**config.mk**
```make
export PLATFORM = sky130hd
export DESIGN_NAME = mod_demod_step_gen
export DESIGN_NICKNAME = d
export VERILOG_FILES = /design/src/rtl/mod_demod_step_gen.sv
export SDC_FILE = /design/constraint.sdc
export NUM_CORES = 1
export LEC_CHECK = 0
export ABC_AREA = 1
export BUFFER_PORTS_ARGS = -buffer_cell sky130_fd_sc_hd__buf_2
export CORE_AREA = 3 3 261 263
export CTS_CLUSTER_SIZE = 10
export DETAILED_ROUTE_END_ITERATION = 16
export DIE_AREA = 0 0 264 266
export GPL_ROUTABILITY_DRIVEN = 0
export MAX_ROUTING_LAYER = met4
export PLACE_DENSITY_LB_ADDON = 0.3
export SKIP_CTS_REPAIR_TIMING = 1
export SLEW_MARGIN = 0
export SYNTH_ARGS = -nofsm -noshare
export SYNTH_HDL_FRONTEND = slang
export SYNTH_SLANG_ARGS = --single-unit
```
**constraint.sdc**
```tcl
create_clock -name i_clk -period 8.8 [get_ports i_clk]
set_clock_uncertainty 0.05 [all_clocks]
set_input_delay 1.76 -clock i_clk [delete_from_list [all_inputs] [get_ports i_clk]]
set_output_delay 1.76 -clock i_clk [all_outputs]
set_load 0.05 [all_outputs]
```
**src/rtl/mod_demod_step_gen.sv**
```systemverilog
// rtl/mod_demod_step_gen.sv - square-wave modulator, synchronous demodulator and error integrator
//
// Purpose: generates a HIGH/LOW modulation square wave, accumulates the
// detector ADC samples of each half (after a settling window), forms the
// demodulated error once per full period and integrates it into a
// saturating step value for a downstream phase ramp.
//
// Ports:
//   i_clk, i_rst_n   clock, asynchronous active-low reset
//   i_adc            signed detector sample, valid every clock
//   i_freq           half-period in clocks (clamped to FREQ_MIN)
//   i_amp_H, i_amp_L modulation high / low levels
//   i_wait_cnt       settling samples skipped at the start of each half
//   i_err_offset     subtracted from the raw error
//   i_polarity       1 inverts the error sign
//   i_gain_sel       integrator right-shift in bits [4:0]
//   i_loop_en        1 enables integration, 0 holds o_step at zero
//   o_mod            registered modulation level
//   o_mod_trig       one-cycle pulse at the start of each full period
//   o_err            demodulated error of the last full period
//   o_step           integrated, saturated step
//   o_step_valid     one-cycle pulse when o_step is updated

module mod_demod_step_gen #(
  parameter int ADC_BIT  = 14,
  parameter int FREQ_MIN = 4
) (
  input  logic                      i_clk,
  input  logic                      i_rst_n,
  input  logic signed [ADC_BIT-1:0] i_adc,
  input  logic [31:0]               i_freq,
  input  logic signed [31:0]        i_amp_H,
  input  logic signed [31:0]        i_amp_L,
  input  logic [31:0]               i_wait_cnt,
  input  logic signed [31:0]        i_err_offset,
  input  logic                      i_polarity,
  input  logic [31:0]               i_gain_sel,
  input  logic                      i_loop_en,
  output logic signed [31:0]        o_mod,
  output logic                      o_mod_trig,
  output logic signed [31:0]        o_err,
  output logic signed [31:0]        o_step,
  output logic                      o_step_valid
);

  localparam logic [1:0] ST_LOAD = 2'd0;
  localparam logic [1:0] ST_HIGH = 2'd1;
  localparam logic [1:0] ST_LOW  = 2'd2;

  logic [1:0]         state;
  logic [31:0]        cnt;
  logic [31:0]        half_q;
  logic [31:0]        wait_q;
  logic signed [31:0] amp_l_q;
  logic signed [31:0] acc_h;
  logic signed [31:0] acc_l;
  logic signed [31:0] raw_q;
  logic               raw_vld;
  logic               err_vld;

  logic [31:0]        freq_clamped;
  logic signed [31:0] adc_ext;
  logic signed [31:0] sample;
  logic               half_end;
  logic signed [31:0] acc_l_final;
  logic signed [31:0] diff;
  logic signed [31:0] raw_next;
  logic signed [31:0] err_shift;
  logic [32:0]        step_sum;
  logic signed [31:0] step_sat;
  logic               unused_gain_bits;

  assign unused_gain_bits = ^i_gain_sel[31:5];

  assign freq_clamped = (i_freq < 32'(FREQ_MIN)) ? 32'(FREQ_MIN) : i_freq;
  assign adc_ext      = {{(32-ADC_BIT){i_adc[ADC_BIT-1]}}, i_adc};
  // Samples inside the settling window contribute nothing.
  assign sample       = (cnt >= wait_q) ? adc_ext : 32'sd0;
  assign half_end     = (cnt == half_q - 32'd1);

  // The last LOW sample is added in the same edge that closes the period,
  // so the error uses the accumulator value including that sample.
  assign acc_l_final  = acc_l + sample;
  assign diff         = acc_h - acc_l_final;
  assign raw_next     = (i_polarity ? -diff : diff) - i_err_offset;

  assign err_shift    = o_err >>> i_gain_sel[4:0];
  assign step_sum     = {o_step[31], o_step} + {err_shift[31], err_shift};

  // Overflow when the two top bits of the 33-bit sum disagree.
  always_comb begin
    step_sat = step_sum[31:0];
    if (step_sum[32] != step_sum[31]) begin
      step_sat = step_sum[32] ? 32'sh8000_0000 : 32'sh7fff_ffff;
    end
  end

  always_ff @(posedge i_clk or negedge i_rst_n) begin
    if (!i_rst_n) begin
      state        <= ST_LOAD;
      cnt          <= '0;
      half_q       <= '0;
      wait_q       <= '0;
      amp_l_q      <= '0;
      acc_h        <= '0;
      acc_l        <= '0;
      raw_q        <= '0;
      raw_vld      <= 1'b0;
      err_vld      <= 1'b0;
      o_mod        <= '0;
      o_mod_trig   <= 1'b0;
      o_err        <= '0;
      o_step       <= '0;
      o_step_valid <= 1'b0;
    end else begin
      o_mod_trig   <= 1'b0;
      raw_vld      <= 1'b0;
      o_step_valid <= 1'b0;

      case (state)
        ST_LOAD: begin
          half_q  <= freq_clamped;
          wait_q  <= i_wait_cnt;
          amp_l_q <= i_amp_L;
          o_mod   <= i_amp_H;
          acc_h   <= '0;
          acc_l   <= '0;
          cnt     <= '0;
          state   <= ST_HIGH;
        end
        ST_HIGH: begin
          acc_h <= acc_h + sample;
          if (half_end) begin
            cnt   <= '0;
            acc_l <= '0;
            o_mod <= amp_l_q;
            state <= ST_LOW;
          end else begin
            cnt <= cnt + 32'd1;
          end
        end
        ST_LOW: begin
          acc_l <= acc_l_final;
          if (half_end) begin
            // Period boundary: new parameters take effect from here on.
            half_q     <= freq_clamped;
            wait_q     <= i_wait_cnt;
            amp_l_q    <= i_amp_L;
            o_mod      <= i_amp_H;
            cnt        <= '0;
            acc_h      <= '0;
            o_mod_trig <= 1'b1;
            raw_q      <= raw_next;
            raw_vld    <= 1'b1;
            state      <= ST_HIGH;
          end else begin
            cnt <= cnt + 32'd1;
          end
        end
        default: state <= ST_LOAD;
      endcase

      // Error pipeline: raw -> o_err -> o_step, one cycle per stage.
      err_vld <= raw_vld;
      if (raw_vld) begin
        o_err <= raw_q;
      end
      if (err_vld) begin
        o_step_valid <= 1'b1;
        o_step       <= i_loop_en ? step_sat : 32'sd0;
      end else if (!i_loop_en) begin
        o_step <= '0;
      end
    end
  end

endmodule

```
==> summary.txt <==
GRT
  – Global Route Usage Sum: 22.1%
  – Vias in the first global route: 23500
  – First-pass GRT wire length: 123000 um
  – Met3 Use GR: 3.01%
  – Grt total ovfl: 0
  – Grt peak-use layer: met2
  – Pin count of the biggest net entering global routing: 118
  – Initial antenna violation count: 3
  – M1 GR Usage: 29.6%
  – Met2 usage: 34.7%

Floorplan
  – Initial core utilization: 39.8%
  – I/O Pins: 308
  – Full die area: 0.0702 mm^2
  – Core Rows: 94
  – Area of the core: 0.0659 mm^2
  – Die X-Extent: 264 um
  – Chip Height: 266 um

STA
  – Final Max Tran Viols: 0
  – Share of the clock period used by the worst path: 90.3%
  – RSZ-0062 raised after global routing: no
  – FMAX: 126 MHz
  – Final hold violations: 0
  – Final setup viols: 0
  – Slew @ Worst Pin: 1.14 ns
  – Slew headroom: 23.5%
  – Period minus WS final: 7.95 ns
  – Setup_tns: 0 ns

Drt
  – Post-route antenna net violation count: 0
  – DRT Pass-1 Iters: 5
  – Vias: 24800
  – WL final: 77500 um
  – Wire length per cell: 16.4 um
  – DR iter-0 viols: 1643
  – DRC errors left: 0
  – Vias/cell: 5.22

Setup path
  – CP max stage delay: 0.57 ns
  – Largest fanout on the critical path: 19
  – Crit path max-delay cell type: or4_1
  – WS Path Type: flop to flop
  – WP data arrival: 8.35 ns
  – Critical path required time: 9.20 ns
  – Worst reg2reg startpoint: cnt[7]$_DFFE_PN0P_
  – Worst setup SP type: flop
  – Crit. End Element: flop
  – Crit path launch: cnt[7]$_DFFE_PN0P_
  – CP delay by family, top: simple AND/OR/NAND/NOR gates
  – Setup slack, reg-to-reg: 0.85 ns
  – Top cell by count, worst path: nand2_1
  – Crit path buf inv count: 7

Clock tree
  – H-Tree Depth: 2
  – Worst-Skew Late Latency: 0.58 ns
  – Deepest clock path buffer count: 3
  – Clock transition at path regs: 0.05 ns
  – CTS Buf Count: 44
  – Clk sinks: 325
  – CTS tree: done
  – CTS root buffer: clkbuf_16

Pwr
  – P_leak: 15.3 nW
  – Final Power: 5.08 mW
  – Peak VDD IR: 0.000215 V
  – Pwr Density: 170 mW/mm^2

Synth
  – Sequential-to-total area share from yosys stat: 31.0%
  – Net Count, Synth: 3995
  – Seq cells post-synth: 325
  – Average size of a mapped cell: 7.27 um^2
  – Main synth FF type: dfrtp_1
  – Async S/R FF share, synth: 100%
  – Yosys cell types: 67
  – Post-synth EDFFs: 0
  – Post-synthesis cell count: 3610
  – Yosys warns: 0
  – Synthesized area: 0.0262 mm^2

Hold path
  – Hold Startpoint: err_vld$_DFF_PN0_
  – Worst Hold Class: flop to flop

Cells and area
  – Nets: 4228
  – Area grow syn2layout: 13.8%
  – Share of post-route cells with drive strength above 1: 14.9%
  – Reg area: 0.00813 mm^2
  – Multi-input gate area in the final layout: 0.0160 mm^2
  – Fill cell count: 6708

Placed design
  – Dpl hpwl: 59800 um
  – IO buf count: 280

Status
  – Status: complete, no violations

Flow run
  – Max-Cap Viols: 0
## power by group
group | internal (mW) | switching (mW) | total (mW)
combinational | 0.476 | 0.825 | 1.30
sequential | 1.79 | 0.194 | 1.98
clock | 1.09 | 0.710 | 1.80
total | 3.35 | 1.73 | 5.08
## layout by cell type, fill, tap and decap left out, drive strengths merged, types with 5 or more instances in the layout
cell,count
nand2,796
inv,438
o21ai,385
dfrtp,325
nor2,323
buf,300
a21oi,237
nand3,200
ha,172
xor2,135
mux2,63
clkbuf,60
xnor2,56
nand4,53
nor3,44
o22ai,42
o41ai,34
mux2i,27
nor4,27
a31oi,20
o31ai,13
or2,13
clkinv,13
o211ai,12
nand3b,10
o21a,9
o32ai,9
a21boi,8
a21o,6
diode,5
o21bai,5
a211oi,5
## layout make-up
cell class / instances / share of cell area [%]
diodes: 5 / 0.0419
clock buffers: 60 / 4.23
clock inverters: 12 / 0.586
inverters: 443 / 5.58
multi-input cells: 2729 / 53.4
flip-flops and latches: 325 / 27.2
well taps: 864 / 3.62
repair buffers: 300 / 5.28
## cell usage after synthesis, drive strengths merged (20+ instances only)
| cell type | number | area share (%) |
|---|---|---|
| o41ai | 34 | 1.1 |
| mux2i | 27 | 1.0 |
| nand4 | 53 | 1.3 |
| clkbuf | 71 | 1.0 |
| o21ai | 385 | 7.4 |
| ha | 172 | 8.2 |
| dfrtp | 325 | 31 |
| o22ai | 42 | 1.0 |
| inv | 439 | 6.3 |
| buf | 42 | 0.93 |
| a21oi | 237 | 4.6 |
| nand3 | 200 | 4.2 |
| nor3 | 44 | 0.99 |
| a31oi | 20 | 0.48 |
| xor2 | 135 | 4.5 |
| xnor2 | 56 | 1.9 |
| nor2 | 323 | 5.1 |
| nor4 | 27 | 0.69 |
| nand2 | 796 | 12 |
| mux2 | 63 | 2.7 |
## through the flow
| stage | utilization (%) | setup slack (ns) | instances | hold WS, ns | instance area (um^2) |
|---|---|---|---|---|---|
| detailed placement | 43.1 | 0.404 | 4660 | 0.365 | 28400 |
| global route | 45.3 | 0.0460 | 4735 | 0.404 | 29900 |
| floorplan | - | 1.50 | 3610 | 0.324 | 26200 |
| finish | 45.3 | 0.854 | 4738 | 0.382 | 29900 |
| global placement | 43.1 | 0.435 | 4660 | 0.362 | 28400 |
| CTS | 45.3 | 0.416 | 4732 | 0.381 | 29800 |
## kinds of logic (layout without fill, tap and decap cells)
family	count (synthesis)	in the layout	share of synthesized area, %
multiplexers	90	90	3.73
adder cells (fa/ha/maj)	175	175	8.43
buffers and inverters	556	815	8.29
other	0	5	0
XOR/XNOR	191	191	6.40
AO/OA/AOI/OAI	799	799	17.0
AND/OR/NAND/NOR	1474	1474	25.2
flip-flops	325	325	31.0
## worst register-to-register path: cells and delay by family (launching register included)
kind | cells | cell delay, ns
xor gates and xnor gates | 3 | 0.52
buffers and inverters | 7 | 0.59
adders and majority gates | 4 | 1.19
DFF | 1 | 0.44
AOI/OAI and AO/OA | 9 | 1.64
and+or+nand+nor | 29 | 3.40
## sequential cells by signal, indices dropped and copies added, names as in the netlist
signal and count:
state 2, half_q 32, raw_q 32, wait_q 32
acc_l 32, err_vld 1, o_step_valid 1, o_err 32
o_step 32, cnt 32, o_mod 32, amp_l_q 32
acc_h 32, raw_vld 1
## path summary, 6_finish.rpt
check,end,depth (start not counted)
min reg2reg,o_step_valid$_DFF_PN0_,0
max,raw_q[31]$_DFFE_PN0P_,52
max in group asynchronous,o_err[19]$_DFFE_PN0P_,3
min in group asynchronous,wait_q[19]$_DFFE_PN0P_,1
min,o_step_valid$_DFF_PN0_,0
max reg2reg,raw_q[31]$_DFFE_PN0P_,52
## per-layer routing
layer | share of wire [%] | up-vias
met5 | 0 | -
li1 | - | 12600
met4 | 3.0 | 0
met3 | 5.6 | 129
met2 | 45 | 638
met1 | 46 | 11400
(Power assumes the default switching activity.)
